### config.mk
export PLATFORM = sky130hd
export DESIGN_NAME = gpo_seq_ctrl_flat
export DESIGN_NICKNAME = d
export VERILOG_FILES = /design/src/rtl/gpo_seq_pkg.sv /design/src/rtl/gpo_seq_ctrl_if.sv /design/src/rtl/gpo_step_timer.sv /design/src/rtl/gpo_seq_ctrl.sv /design/src/flat_wrapper.sv
export SDC_FILE = /design/constraint.sdc
export NUM_CORES = 1
export LEC_CHECK = 0
export ABC_AREA = 1
export BUFFER_PORTS_ARGS = -buffer_cell sky130_fd_sc_hd__buf_2
export CORE_AREA = 4 4 131 133
export CTS_CLUSTER_DIAMETER = 150
export CTS_CLUSTER_SIZE = 40
export DETAILED_ROUTE_END_ITERATION = 6
export DIE_AREA = 0 0 135 137
export SLEW_MARGIN = 20
export SYNTH_ARGS = -nofsm -noshare
export SYNTH_HDL_FRONTEND = slang
export SYNTH_HIERARCHICAL = 1
export SYNTH_SLANG_ARGS = --single-unit
### constraint.sdc
create_clock -name clk -period 10.5 [get_ports clk]
set_clock_uncertainty 0.2 [all_clocks]
set_input_delay 0.525 -clock clk [delete_from_list [all_inputs] [get_ports clk]]
set_output_delay 0.525 -clock clk [all_outputs]
set_load 0.01 [all_outputs]
### src/rtl/gpo_seq_pkg.sv
// gpo_seq_pkg: shared states and constants for the GPO pattern sequencer
package gpo_seq_pkg;
  localparam int STEPS_DEF = 8;
  localparam int DATA_W_DEF = 8;
  localparam int CNT_W_DEF = 16;
  localparam int GPO_PIN_EN_BIT = 7;
  localparam logic [7:0] GPO_CLEAR = 8'h00;
  typedef enum logic [1:0] {IDLE, WRITE, WAIT, STOP} seq_state_e;
endpackage

### src/rtl/gpo_seq_ctrl_if.sv
// gpo_seq_ctrl_if: pattern/sequencer control, host register access and GPO register bus
interface gpo_seq_ctrl_if #(
  parameter int STEPS = 8,
  parameter int DATA_W = 8,
  parameter int CNT_W = 16
);
  localparam int AW = $clog2(STEPS);
  logic pat_we;
  logic [AW-1:0] pat_addr;
  logic [DATA_W-1:0] pat_data;
  logic seq_start;
  logic seq_stop;
  logic [AW-1:0] seq_len;
  logic [CNT_W-1:0] step_ticks;
  logic loop_en;
  logic host_wr_req;
  logic [DATA_W-1:0] host_wdata;
  logic host_ack;
  logic host_rd_req;
  logic [DATA_W-1:0] host_rdata;
  logic host_rvalid;
  logic gpo_wr_en;
  logic [DATA_W-1:0] gpo_wdata;
  logic gpo_rd_en;
  logic [DATA_W-1:0] gpo_rdata;
  logic seq_busy;
  logic [AW-1:0] seq_step;
  logic seq_done;
  modport slave (
    input pat_we, pat_addr, pat_data, seq_start, seq_stop, seq_len, step_ticks, loop_en,
    input host_wr_req, host_wdata, host_rd_req, gpo_rdata,
    output host_ack, host_rdata, host_rvalid, gpo_wr_en, gpo_wdata, gpo_rd_en,
    output seq_busy, seq_step, seq_done
  );
  modport master (
    output pat_we, pat_addr, pat_data, seq_start, seq_stop, seq_len, step_ticks, loop_en,
    output host_wr_req, host_wdata, host_rd_req, gpo_rdata,
    input host_ack, host_rdata, host_rvalid, gpo_wr_en, gpo_wdata, gpo_rd_en,
    input seq_busy, seq_step, seq_done
  );
endinterface

### src/rtl/gpo_step_timer.sv
// gpo_step_timer: loadable dwell down-counter, expire flags the final count of 1
module gpo_step_timer #(
  parameter int CNT_W = 16
) (
  input  logic clk,
  input  logic reset,
  input  logic load,
  input  logic dec,
  input  logic [CNT_W-1:0] load_val,
  output logic [CNT_W-1:0] value,
  output logic expire
);
  always_ff @(posedge clk or posedge reset)
    if (reset) value <= '0;
    else if (load) value <= load_val;
    else if (dec && value != '0) value <= value - 1'b1;
  assign expire = value == CNT_W'(1);
endmodule

### src/rtl/gpo_seq_ctrl.sv
// gpo_seq_ctrl: timed pattern sequencer owning the GPO register port, with host write
// arbitration (sequencer first) and a 3-cycle host readback path
module gpo_seq_ctrl
  import gpo_seq_pkg::*;
#(
  parameter int STEPS = STEPS_DEF,
  parameter int DATA_W = DATA_W_DEF,
  parameter int CNT_W = CNT_W_DEF
) (
  input logic clk,
  input logic reset,
  gpo_seq_ctrl_if.slave bus
);
  localparam int AW = $clog2(STEPS);
  seq_state_e state, nxt;
  logic [DATA_W-1:0] pat [STEPS];
  logic [AW-1:0] step, step_nxt, len_q;
  logic [CNT_W-1:0] ticks_q, ticks_eff, cnt;
  logic loop_q, expire, last, seq_wr, host_grant, fin_next, rd_cap;
  gpo_step_timer #(.CNT_W(CNT_W)) u_timer (
    .clk(clk),
    .reset(reset),
    .load(state == WRITE),
    .dec(state == WAIT),
    .load_val(ticks_eff),
    .value(cnt),
    .expire(expire)
  );
  always_comb begin
    ticks_eff = (ticks_q == '0) ? CNT_W'(1) : ticks_q;
    last = step == len_q;
    case (state)
      IDLE: nxt = (bus.seq_start && !bus.seq_stop) ? WRITE : IDLE;
      WRITE: nxt = bus.seq_stop ? STOP : WAIT;
      WAIT: nxt = bus.seq_stop ? STOP : !expire ? WAIT : (!last || loop_q) ? WRITE : IDLE;
      default: nxt = IDLE;
    endcase
    step_nxt = (nxt == WRITE) ? ((state == IDLE || last) ? '0 : step + 1'b1) : step;
    seq_wr = nxt == WRITE || nxt == STOP;
    host_grant = bus.host_wr_req && !bus.host_ack && !seq_wr;
    // done is registered one cycle early so it lands on the final dwell cycle
    fin_next = last && !loop_q && !bus.seq_stop &&
               ((state == WRITE && ticks_eff == CNT_W'(1)) || (state == WAIT && cnt == CNT_W'(2)));
  end
  always_ff @(posedge clk or posedge reset)
    if (reset) begin
      state <= IDLE;
      step <= '0;
      len_q <= '0;
      ticks_q <= '0;
      loop_q <= 1'b0;
      rd_cap <= 1'b0;
      bus.gpo_wr_en <= 1'b0;
      bus.gpo_wdata <= '0;
      bus.gpo_rd_en <= 1'b0;
      bus.host_ack <= 1'b0;
      bus.host_rdata <= '0;
      bus.host_rvalid <= 1'b0;
      bus.seq_busy <= 1'b0;
      bus.seq_done <= 1'b0;
      for (int i = 0; i < STEPS; i++) pat[i] <= '0;
    end else begin
      state <= nxt;
      step <= step_nxt;
      if (state == IDLE && nxt == WRITE) begin
        len_q <= bus.seq_len;
        ticks_q <= bus.step_ticks;
        loop_q <= bus.loop_en;
      end
      bus.gpo_wr_en <= seq_wr || host_grant;
      bus.gpo_wdata <= (nxt == STOP) ? DATA_W'(GPO_CLEAR) : (nxt == WRITE) ? pat[step_nxt] :
                       host_grant ? bus.host_wdata : bus.gpo_wdata;
      bus.host_ack <= host_grant;
      bus.seq_busy <= nxt != IDLE;
      bus.seq_done <= fin_next;
      bus.gpo_rd_en <= bus.host_rd_req && !bus.gpo_rd_en && !rd_cap;
      rd_cap <= bus.gpo_rd_en;
      bus.host_rvalid <= rd_cap;
      if (rd_cap) bus.host_rdata <= bus.gpo_rdata;
      if (bus.pat_we) pat[bus.pat_addr] <= bus.pat_data;
    end
  assign bus.seq_step = step;
endmodule

### src/flat_wrapper.sv
// flat-port wrapper written by rule: the top's interface ports become plain ports
module gpo_seq_ctrl_flat import gpo_seq_pkg::*;
#(
  parameter int STEPS = STEPS_DEF,
  parameter int DATA_W = DATA_W_DEF,
  parameter int CNT_W = CNT_W_DEF
)
  (clk, reset, bus_pat_we, bus_pat_addr, bus_pat_data, bus_seq_start, bus_seq_stop, bus_seq_len, bus_step_ticks, bus_loop_en, bus_host_wr_req, bus_host_wdata, bus_host_rd_req, bus_gpo_rdata, bus_host_ack, bus_host_rdata, bus_host_rvalid, bus_gpo_wr_en, bus_gpo_wdata, bus_gpo_rd_en, bus_seq_busy, bus_seq_step, bus_seq_done);
  gpo_seq_ctrl_if #(.STEPS(STEPS), .DATA_W(DATA_W), .CNT_W(CNT_W)) bus_i ();
  input logic clk;
  input logic reset;
  input wire logic [$bits(bus_i.pat_we)-1:0] bus_pat_we;
  input wire logic [$bits(bus_i.pat_addr)-1:0] bus_pat_addr;
  input wire logic [$bits(bus_i.pat_data)-1:0] bus_pat_data;
  input wire logic [$bits(bus_i.seq_start)-1:0] bus_seq_start;
  input wire logic [$bits(bus_i.seq_stop)-1:0] bus_seq_stop;
  input wire logic [$bits(bus_i.seq_len)-1:0] bus_seq_len;
  input wire logic [$bits(bus_i.step_ticks)-1:0] bus_step_ticks;
  input wire logic [$bits(bus_i.loop_en)-1:0] bus_loop_en;
  input wire logic [$bits(bus_i.host_wr_req)-1:0] bus_host_wr_req;
  input wire logic [$bits(bus_i.host_wdata)-1:0] bus_host_wdata;
  input wire logic [$bits(bus_i.host_rd_req)-1:0] bus_host_rd_req;
  input wire logic [$bits(bus_i.gpo_rdata)-1:0] bus_gpo_rdata;
  output wire logic [$bits(bus_i.host_ack)-1:0] bus_host_ack;
  output wire logic [$bits(bus_i.host_rdata)-1:0] bus_host_rdata;
  output wire logic [$bits(bus_i.host_rvalid)-1:0] bus_host_rvalid;
  output wire logic [$bits(bus_i.gpo_wr_en)-1:0] bus_gpo_wr_en;
  output wire logic [$bits(bus_i.gpo_wdata)-1:0] bus_gpo_wdata;
  output wire logic [$bits(bus_i.gpo_rd_en)-1:0] bus_gpo_rd_en;
  output wire logic [$bits(bus_i.seq_busy)-1:0] bus_seq_busy;
  output wire logic [$bits(bus_i.seq_step)-1:0] bus_seq_step;
  output wire logic [$bits(bus_i.seq_done)-1:0] bus_seq_done;
  assign bus_i.pat_we = bus_pat_we;
  assign bus_i.pat_addr = bus_pat_addr;
  assign bus_i.pat_data = bus_pat_data;
  assign bus_i.seq_start = bus_seq_start;
  assign bus_i.seq_stop = bus_seq_stop;
  assign bus_i.seq_len = bus_seq_len;
  assign bus_i.step_ticks = bus_step_ticks;
  assign bus_i.loop_en = bus_loop_en;
  assign bus_i.host_wr_req = bus_host_wr_req;
  assign bus_i.host_wdata = bus_host_wdata;
  assign bus_i.host_rd_req = bus_host_rd_req;
  assign bus_i.gpo_rdata = bus_gpo_rdata;
  assign bus_host_ack = bus_i.host_ack;
  assign bus_host_rdata = bus_i.host_rdata;
  assign bus_host_rvalid = bus_i.host_rvalid;
  assign bus_gpo_wr_en = bus_i.gpo_wr_en;
  assign bus_gpo_wdata = bus_i.gpo_wdata;
  assign bus_gpo_rd_en = bus_i.gpo_rd_en;
  assign bus_seq_busy = bus_i.seq_busy;
  assign bus_seq_step = bus_i.seq_step;
  assign bus_seq_done = bus_i.seq_done;
  gpo_seq_ctrl #(.STEPS(STEPS), .DATA_W(DATA_W), .CNT_W(CNT_W)) u_core (.clk(clk), .reset(reset), .bus(bus_i));
endmodule
==> metrics.yaml, run 1 <==
status: "finished, final reports clean"
power.leakage_nw: 3.70
syn_nets: 835
synth_top_area_share_pct: 50.6
syn-instance-count: 778
worstMarginPinSlew_ns: 0.733
netSwitchingPower_mw: 0.930
slew_headroom_pct: 51.1
grt_pass1_vias: 5149
io_pins: 79
ys_seq_elements: 128
hold_class: "in2reg"
final_nets: 893
cap_viol_max_count: 0
p_comb_share_pct: 38.9
wl_um: 15600
area_growth_pct: 17.5
whs_path_depth: 3
hold_viol: 0
finalSetupViolCount: 0
finalSetupTns_ns: 0
coreArea_um2: 15800
chipHeight_um: 137
rr_endpoint: "u_core/bus.gpo_wdata[3]"
synth_ff_type: "dfrtp_1"
dp_hpwl_um: 10900
period_needed_ns: 3.47
viasPerCell: 4.90
post-route-drc-count: 0
grt_antenna_before_repair: 0
p_sw_share_pct: 40.3
num_vias: 5220
drt-initial-drc-count: 473
drive_above_1_share_pct: 19.0
p_clk_share_pct: 28.0
holdCritStartpoint: "bus_step_ticks[1]"
drt_first_pass_iters: 5
cts.reportedPaths.clkPinSlew_ns: 0.06
fin_cells: 1065
cts_sinks: 128
final_util_pct: 47.0
yosysTopAreaCell: "dfrtp_1"
clock_path_buffers: 2
worstPathRequired_ns: 10.65
syn_area_um2: 6330
synth_common_cells: "252 x nand2_1, 128 x dfrtp_1, 90 x nand3_1"
multi_input_area_um2: 2700
initial_utilization_pct: 40.0
cts_tree: "built"
dp.cells: 1032
yosys.cell_types.count: 40
critPathLaunchType: "flop"
critical_path_class: "reg2reg"
intPower_mw: 1.38
seq_area_frac_synth_pct: 50.6
die_x_um: 135
cts_buffers: 17
seq_area_um2: 3200
root_buffer: "clkbuf_16"
routedWlPerCell_um: 14.7
synth-edff-count: 0
rrSetupSlack_ns: 7.03
rows: 46
htree_num_levels: 4
pwr-share-seq_pct: 33.0
fin_area_um2: 7430
period_share_pct: 33.1
synth_area_leaders: "dfrtp_1 51%, nand2_1 15%, nand3_1 7.1%"
rsz0062_at_grt: "no"
placed_area_um2: 6780
fmax_mhz: 288
grt-ovfl-total: 0
rr_worst_depth: 16
min_to: "u_core/ticks_q[1]"
power-per-cell-area_nw_per_um2: 311
grt_max_degree: 83
ant_nets: 0
r2r_start: "u_core/u_timer/value[1]"
critPathArrivalTime_ns: 3.62
clk_latency_ns: 0.42
yosys_warnings: 6
ir_drop_mv: 0.130
worstPathMaxFanout: 14
grt_pass1_wl_um: 26200
io_buffers: 78
yosysMostFrequentCell: "nand2_1"
avgSynthCellArea_um2: 8.13
post_cts_buffers: 0
dieArea_um2: 18500
end_kind: "flop"
n_antenna_cell: 0
synth-async-reset-ratio_pct: 100
fillers: 1564
track_usage_pct: 18.1
maxSlewViolCount: 0
place.gp.congestion: 0.846
power.total_mw: 2.31
[layout by cell type (no fill, tap or decap), types with 4 or more instances in the layout]
cell type | netlist | routed
xor2_1 | 5 | 5
buf_2 | 2 | 78
a21oi_1 | 11 | 11
dfrtp_1 | 128 | 128
nand2_1 | 252 | 252
nand2_2 | 18 | 18
nand3b_1 | 8 | 8
inv_1 | 48 | 47
clkinv_2 | 0 | 4
nor2_1 | 48 | 48
nor2_2 | 4 | 4
nand3_1 | 90 | 90
bufinv_16 | 0 | 5
o21ai_0 | 70 | 70
clkbuf_16 | 0 | 17
nor4_1 | 6 | 6
mux2_2 | 8 | 8
xnor2_1 | 4 | 4
[timing repair]
item | in CTS | in global routing
hold buffers | 1 | 0
hold endpoints to repair | 30 | 0
resized for setup | 0 | 0
endpoints found under the setup margin | 0 | 0
[per-layer routing]
metal	wire length, µm	global-route usage [%]
met3	799	4.85
met1	7360	24.9
met4	72	4.54
met5	0	0
met2	7390	28.5
[power by group through the flow]
stage	combinational, mW	sequential [mW]	clock, mW
detailed placement	0.889	0.769	0
global placement	0.890	0.767	0
floorplan	0.735	0.752	0
finish	0.899	0.762	0.647
global route	1.02	0.785	0.689
CTS	0.899	0.763	0.660
[sequential cells by signal, summed over array words and instances, names as in the netlist, 2 cells and up]
register,count
u_core/pat,64
u_core/len_q,3
u_core/u_timer/value,16
u_core/ticks_q,16
u_core/bus.gpo_wdata,8
u_core/bus.host_rdata,8
u_core/bus.seq_step,3
u_core/state,2
[critical path, stage by stage, from the launching register on]
cell     delay [ns]
dfrtp_1        0.37
inv_1          0.13
ha_1           0.16
nand2_1        0.06
nor4_1         0.42
nor2_1         0.08
nor2_1         0.12
nand2_1        0.07
nand2_2        0.22
nand2_2        0.18
o21ai_2        0.57
inv_2          0.28
nand3_1        0.14
nand3_1        0.08
nand3_1        0.19
nand2_1        0.08
nand2_1        0.06
[per-stage QoR]
stage                     setup WS, ns  hold slack (ns)
after floorplan                   6.82            0.152
after global placement            7.13            0.184
after detailed placement          7.05            0.191
after CTS                         7.02           0.0996
after global routing              6.75            0.103
final                             7.03            0.113
[cell type report]
class / instances / share of cell area (%)
Clock buffer: 21 / 6.19
Clock inverter: 11 / 2.49
Inverter: 50 / 2.56
Multi-Input combinational cell: 557 / 36.3
Sequential cell: 128 / 43.1
Tap cell: 216 / 3.64
Timing Repair Buffer: 82 / 5.74
[kinds of logic (layout without fill, tap and decap cells)]
logic type / after synthesis / count (layout) / synth area share [%]
xor+xnor: 9 / 9 / 1.25
mux: 8 / 8 / 1.42
buf+inv: 93 / 164 / 6.72
compound gates: 93 / 93 / 7.99
simple gates: 444 / 444 / 31.4
flops: 128 / 128 / 50.6
fa+ha+maj: 3 / 3 / 0.593
[how the worst max path moves through the flow]
stage / cells past startpoint / to / startpoint
floorplan: 1 / u_core/bus.gpo_rd_en / reset
CTS: 16 / u_core/bus.gpo_wdata[3] / u_core/u_timer/value[1]
finish: 16 / u_core/bus.gpo_wdata[3] / u_core/u_timer/value[1]
global route: 16 / u_core/bus.gpo_wdata[3] / u_core/u_timer/value[1]
global placement: 15 / u_core/bus.gpo_wdata[3] / u_core/u_timer/value[6]
detailed placement: 15 / u_core/bus.gpo_wdata[3] / u_core/u_timer/value[6]
Note: power is estimated with default switching activity, not from simulation.
==> inputs of run 2 (changes only) <==
clock period = 2.8 ns   (was 10.5 ns; I/O delays follow)
==> run 2 against run 1 <==
Net effect: sequential share of layout area decreased by 4.6 points; design area increased by 12%; die area unchanged; register-to-register slack got worse by 6.9 ns; combinational power increased to 4.7 times the previous value; fmax increased by 32%; utilization increased by 5.6 points; worst setup slack got worse by 6.9 ns; non-clock buffer count increased by 80; wire length increased by 11%.
==> metrics.yaml, run 2 (synthesized netlist as in run 1, its figures left out) <==
status: "finished, final reports clean"
coreArea_um2: 15800  # unchanged
power.leakage_nw: 4.11  # +11%
htree_num_levels: 4  # unchanged
slew_headroom_pct: 54.4  # +3.3 points
ir_drop_mv: 0.504  # +290%
cts_sinks: 128  # unchanged
rr_worst_depth: 14  # -2
rr_endpoint: "u_core/bus.gpo_wdata[7]"
clock_path_buffers: 2  # unchanged
period_share_pct: 94.0  # +61 points
dp_hpwl_um: 11500  # +5.3%
critical_path_class: "reg2reg"
die_x_um: 135  # unchanged
end_kind: "flop"
n_antenna_cell: 0  # unchanged
post-route-drc-count: 0  # unchanged
setup.worst_path.start: "u_core/u_timer/value[14]"
drive_above_1_share_pct: 22.8  # +3.8 points
worstMarginPinSlew_ns: 0.683  # -0.0500 ns
initial_utilization_pct: 40.0  # unchanged
whs_ns: 0.0722  # -0.0408 ns
chipHeight_um: 137  # unchanged
drt_first_pass_iters: 5  # unchanged
track_usage_pct: 19.7  # +1.6 points
rrSetupSlack_ns: 0.17  # -6.86 ns
drt-initial-drc-count: 379  # -20%
rows: 46  # unchanged
cts_buffers: 17  # unchanged
grt_pass1_wl_um: 28600  # +9.2%
ant_nets: 0  # unchanged
finalSetupViolCount: 0  # unchanged
worstPathMaxFanout: 6  # -8
io_pins: 79  # unchanged
grt_pass1_vias: 5595  # +8.7%
routedWlPerCell_um: 15.2  # +3.5%
maxSlewViolCount: 0  # unchanged
clk_latency_ns: 0.42  # about the same
wl_um: 17400  # +11%
io_buffers: 78  # unchanged
cts_tree: "built"
layout_common_cells: "250 x nand2_1, 128 x dfrtp_1, 83 x nand3_1"
largest_register_ffs: 64  # unchanged
cap_viol_max_count: 0  # unchanged
worstPathRequired_ns: 2.95  # -7.70 ns
grt_antenna_before_repair: 0  # unchanged
regMostFlops: "u_core/pat"
dieArea_um2: 18500  # unchanged
worstSetupEndpoint: "u_core/bus.gpo_wdata[7]"
grt_max_degree: 61  # -27%
num_vias: 5601  # +7.3%
viasPerCell: 4.88  # -0.37%
area_growth_pct: 31.6
root_buffer: "clkbuf_16"
critPathArrivalTime_ns: 2.78  # -0.84 ns
reg_top3: "u_core/pat (64), u_core/ticks_q (16), u_core/u_timer/value (16)"
period_needed_ns: 2.63  # -0.839 ns
cts.reportedPaths.clkPinSlew_ns: 0.06  # about the same
final_nets: 975  # +9.2%
power.total_mw: 9.46  # +310%
critPathLaunchType: "flop"
dp.cells: 1064  # +3.1%
place.gp.congestion: 0.828  # -2.2%
fmax_mhz: 380  # +32%
grt-ovfl-total: 0  # unchanged
r2r_start: "u_core/u_timer/value[14]"
fillers: 1503  # -3.9%
hold_class: "in2async"
hold_viol: 0  # unchanged
mostFrequentLayoutCell: "nand2_1"
fin_cells: 1147  # +7.7%
power-per-cell-area_nw_per_um2: 1140  # +270%
==> run 2: cell types whose count changed in the layout (fill, tap and decap cells not counted), sizes merged <==
cell         previous run  this run
clkinvlp                2         5
nand2                 273       274
clkbuf                 21        17
dlygate4sd3             1        48
inv                    50        52
buf                    81       114
==> run 2: worst min-delay path by stage <==
stage / from / slack, ns / endpoint / cells past startpoint
2_1_floorplan: reset / -0.15 / u_core/u_timer/value[0] / 1
3_3_place_gp: reset / -0.03 / u_core/len_q[2] / 2
3_5_place_dp: reset / -0.03 / u_core/len_q[2] / 2
4_1_cts: reset / 0.07 / u_core/state[1] / 3
5_1_grt: reset / 0.1 / u_core/state[1] / 3
6_report: reset / 0.07 / u_core/bus.seq_busy / 3
==> run 2: per-stage QoR <==
stage                     TNS (ns)  area [µm²]  setup WS (ns)  util [%]
final                            0        8330          0.167      52.6
after CTS                        0        8180         0.0366      51.7
after global placement           0        7040         0.0926      44.5
after global routing       -0.0170        8330       -0.00902      52.6
after detailed placement         0        7040         0.0577      44.5
after floorplan                  0        6330          0.228         -
==> run 2: power by group <==
group | internal (mW) | total [mW] | switching, mW | leakage [nW]
combinational | 1.61 | 4.20 | 2.59 | 2.21
sequential | 2.41 | 2.80 | 0.381 | 1.59
clock | 1.59 | 2.47 | 0.873 | 0.315
==> run 2: repair_timing <==
item | in CTS | in global routing
setup endpoints to repair | 0 | 8
buffers inserted | 0 | 1
hold buffers | 48 | 0
endpoints found under the hold margin | 232 | 0
resized for setup | 0 | 26
==> run 2: layout make-up <==
type	count	area [µm²]	area share, %
multi-input cells	558	2810	33.8
well taps	216	270	3.25
repair inverters	1	7.51	0.0902
inverters	50	198	2.37
repair buffers	162	1180	14.1
flip-flops and latches	128	3200	38.5
clock buffers	17	425	5.11
clock inverters	15	231	2.78
==> run 2: routing by layer <==
| metal | up-vias | GRT usage [%] | share of wire (%) |
|---|---|---|---|
| li1 | 2801 | - | - |
| met1 | 2643 | 28.0 | 48 |
| met2 | 138 | 30.2 | 46 |
| met3 | 19 | 3.42 | 4.8 |
| met4 | 0 | 7.17 | 1.4 |
| met5 | - | 0 | 0 |
==> run 2: critical path, stage by stage, from the launching register on <==
cell,delay (ns)
dfrtp_1,0.44
nor2_4,0.13
nand2_2,0.09
nor4_4,0.28
nand2_1,0.12
a21oi_4,0.19
buf_6,0.16
nand3_1,0.12
nand2_4,0.13
clkinvlp_4,0.22
nand3_2,0.13
nand3_1,0.07
nand2_1,0.08
nand2_1,0.07
a21oi_2,0.12
==> inputs of run 3 (changes only) <==
CELL_PAD_IN_SITES_DETAIL_PLACEMENT = 0   (was not set)
CELL_PAD_IN_SITES_GLOBAL_PLACEMENT = 2   (was not set)
CORE_AREA = 4 4 148 150   (was 4 4 131 133)
DIE_AREA = 0 0 152 154   (was 0 0 135 137)
PLACE_DENSITY_LB_ADDON = 0.1   (was not set)
==> run 3 against run 2 <==
Net effect: design area did not move; sequential power grew 2%; total power decreased by 1.6%; non-clock buffer count down 6; count of clock-buffer cells in the layout up 1; utilization shrank 12 points; cell count is 4.5% higher; hold slack improved by 0.029 ns; register-to-register slack about the same; clock power decreased by 4%; fmax is 0.49% lower.
==> metrics.yaml, run 3 (synthesized netlist as in run 1, its figures left out) <==
ant_nets: 0  # unchanged
netSwitchingPower_mw: 3.81  # -0.83%
htree_num_levels: 4  # unchanged
num_vias: 5603  # +0.036%
clock_path_buffers: 2  # unchanged
maxSlewViolCount: 0  # unchanged
cts_sinks: 128  # unchanged
grt_pass1_vias: 5628  # +0.59%
critical_path_class: "reg2reg"
drt-initial-drc-count: 313  # -17%
cts.reportedPaths.clkPinSlew_ns: 0.06  # about the same
viasPerCell: 4.67  # -4.3%
coreArea_um2: 20700  # +31%
grt_max_degree: 94  # +54%
fin_area_um2: 8330  # unchanged
reg_top3: "u_core/pat (64), u_core/ticks_q (16), u_core/u_timer/value (16)"
mostFrequentLayoutCell: "nand2_1"
chipHeight_um: 154  # +12%
placed_area_um2: 7070  # +0.34%
power.leakage_nw: 4.07  # -0.87%
period_needed_ns: 2.65  # +0.0130 ns
die_x_um: 152  # +13%
io_buffers: 78  # unchanged
dieArea_um2: 23400  # +27%
rows: 53  # +15%
io_pins: 79  # unchanged
dp.cells: 1116  # +4.9%
use_met3_pct: 3.74  # +0.32 points
place.gp.congestion: 0.806  # -2.6%
seq_area_um2: 3210  # +0.12%
critPathLaunchType: "flop"
root_buffer: "clkbuf_16"
dp_hpwl_um: 13400  # +17%
regMostFlops: "u_core/pat"
routedWlPerCell_um: 15.7  # +3.4%
grt-ovfl-total: 0  # unchanged
pwr-share-seq_pct: 30.6  # +1.0 points
clk_latency_ns: 0.42  # about the same
p_sw_share_pct: 40.9  # +0.30 points
period_share_pct: 94.5  # +0.46 points
worstPathRequired_ns: 2.96  # about the same
gr-usage-met1_pct: 19.7  # -8.3 points
finalSetupViolCount: 0  # unchanged
worstPathMaxFanout: 15  # +9
cap_viol_max_count: 0  # unchanged
fillers: 2161  # +44%
critPathArrivalTime_ns: 2.81  # +0.03 ns
intPower_mw: 5.50  # -2.0%
drive_above_1_share_pct: 21.6  # -1.1 points
hold_viol: 0  # unchanged
status: "finished, final reports clean"
cts_buffers: 17  # unchanged
fmax_mhz: 378  # -0.49%
fin_cells: 1199  # +4.5%
p_clk_share_pct: 25.6  # -0.5 points
end_kind: "flop"
area_growth_pct: 31.6  # unchanged
ir_drop_mv: 0.470  # -6.7%
slew_headroom_pct: 50.3  # -4.1 points
track_usage_pct: 16.4  # -3.3 points
drt_first_pass_iters: 5  # unchanged
cts_tree: "built"
multi_input_area_um2: 2790  # -0.80%
largest_register_ffs: 64  # unchanged
n_antenna_cell: 0  # unchanged
layout_common_cells: "251 x nand2_1, 125 x dfrtp_1, 90 x nand3_1"
hold_class: "in2async"
grt_antenna_before_repair: 0  # unchanged
final_nets: 968  # -0.72%
worstMarginPinSlew_ns: 0.745  # +0.0613 ns
gr-max-usage-layer: "met2"
initial_utilization_pct: 30.6  # -9.4 points
grt_use_met2_pct: 29.6  # -0.62 points
power-per-cell-area_nw_per_um2: 1120  # -1.6%
grt_pass1_wl_um: 30500  # +6.6%
p_comb_share_pct: 43.8  # -0.6 points
post-route-drc-count: 0  # unchanged
wl_um: 18800  # +8.1%
-- run 3: cell count changes in the layout (fill, tap and decap cells not counted), sizes merged --
cell | before | now
buf | 114 | 108
clkinv | 4 | 6
bufinv | 5 | 4
clkbuf | 17 | 18
clkinvlp | 5 | 1
inv | 52 | 53
-- run 3: layout make-up --
class                           count  area share [%]
Sequential cell                   128            38.5
Clock inverter                     14            2.45
Inverter                           50            2.33
Clock buffer                       18            5.15
Timing Repair Buffer              156            13.9
Multi-Input combinational cell    558            33.5
Tap cell                          275            4.13
-- run 3: final timing paths --
kind,startpoint,endpoint,slack (ns),cells past startpoint
worst max-delay path,u_core/u_timer/value[12],u_core/bus.gpo_wdata[4],0.15,15
worst min-delay path,reset,u_core/bus.gpo_wr_en,0.10,3
worst max register to register,u_core/u_timer/value[12],u_core/bus.gpo_wdata[4],0.15,15
worst min register to register,u_core/bus.gpo_rd_en,u_core/rd_cap,0.20,0
max in group asynchronous,reset,u_core/ticks_q[13],1.43,4
min in group clk,bus_pat_addr[0],u_core/pat[0],0.11,6
-- run 3: power groups by stage --
stage	Sequential [mW]	Clock [mW]	Combinational, mW
floorplan	2.82	0	2.76
global placement	2.87	0	3.81
detailed placement	2.87	0	3.82
CTS	2.84	2.44	3.90
global route	2.91	2.54	4.61
finish	2.85	2.38	4.08
-- run 3: layer usage --
| layer | part of all wire (%) | routed length, µm |
|---|---|---|
| met3 | 3.0 | 565 |
| met5 | 0 | 0 |
| met2 | 53 | 9910 |
| met1 | 43 | 8060 |
| met4 | 1.4 | 268 |
-- run 3: timing repair --
action | 4_1_cts | 5_1_grt
endpoints found under the setup margin | 3 | 8
cloned | 0 | 1
hold buffers | 48 | 0
gates resized for setup | 1 | 22
pin swaps | 0 | 3
buffers inserted | 0 | 2
endpoints found under the hold margin | 138 | 0
-- run 3: critical path: stages (launching register included) --
cell and delay (ns):
dfrtp_2 0.45, nor2_2 0.13, nand2_2 0.09, nor4_4 0.32
nand2_1 0.14, a21oi_4 0.20, buf_4 0.18, nand3_4 0.14
buf_12 0.17, nand2_8 0.11, nand2_1 0.06, nand3_1 0.10
nand3_1 0.08, nand3_1 0.11, nand2_1 0.06, nand2_1 0.05
-- run 3: stage by stage --
step | setup WS, ns | power (mW) | hold slack [ns] | setup TNS, ns | utilization, %
detailed placement | -0.0477 | 6.69 | -0.000194 | -0.0689 | 34.1
CTS | 0.0166 | 9.18 | 0.102 | 0 | 39.6
finish | 0.154 | 9.31 | 0.101 | 0 | 40.2
global route | -0.00635 | 10.1 | 0.123 | -0.0125 | 40.2
floorplan | 0.228 | 5.58 | -0.146 | 0 | -
global placement | 0.0101 | 6.68 | -0.00103 | 0 | 34.1
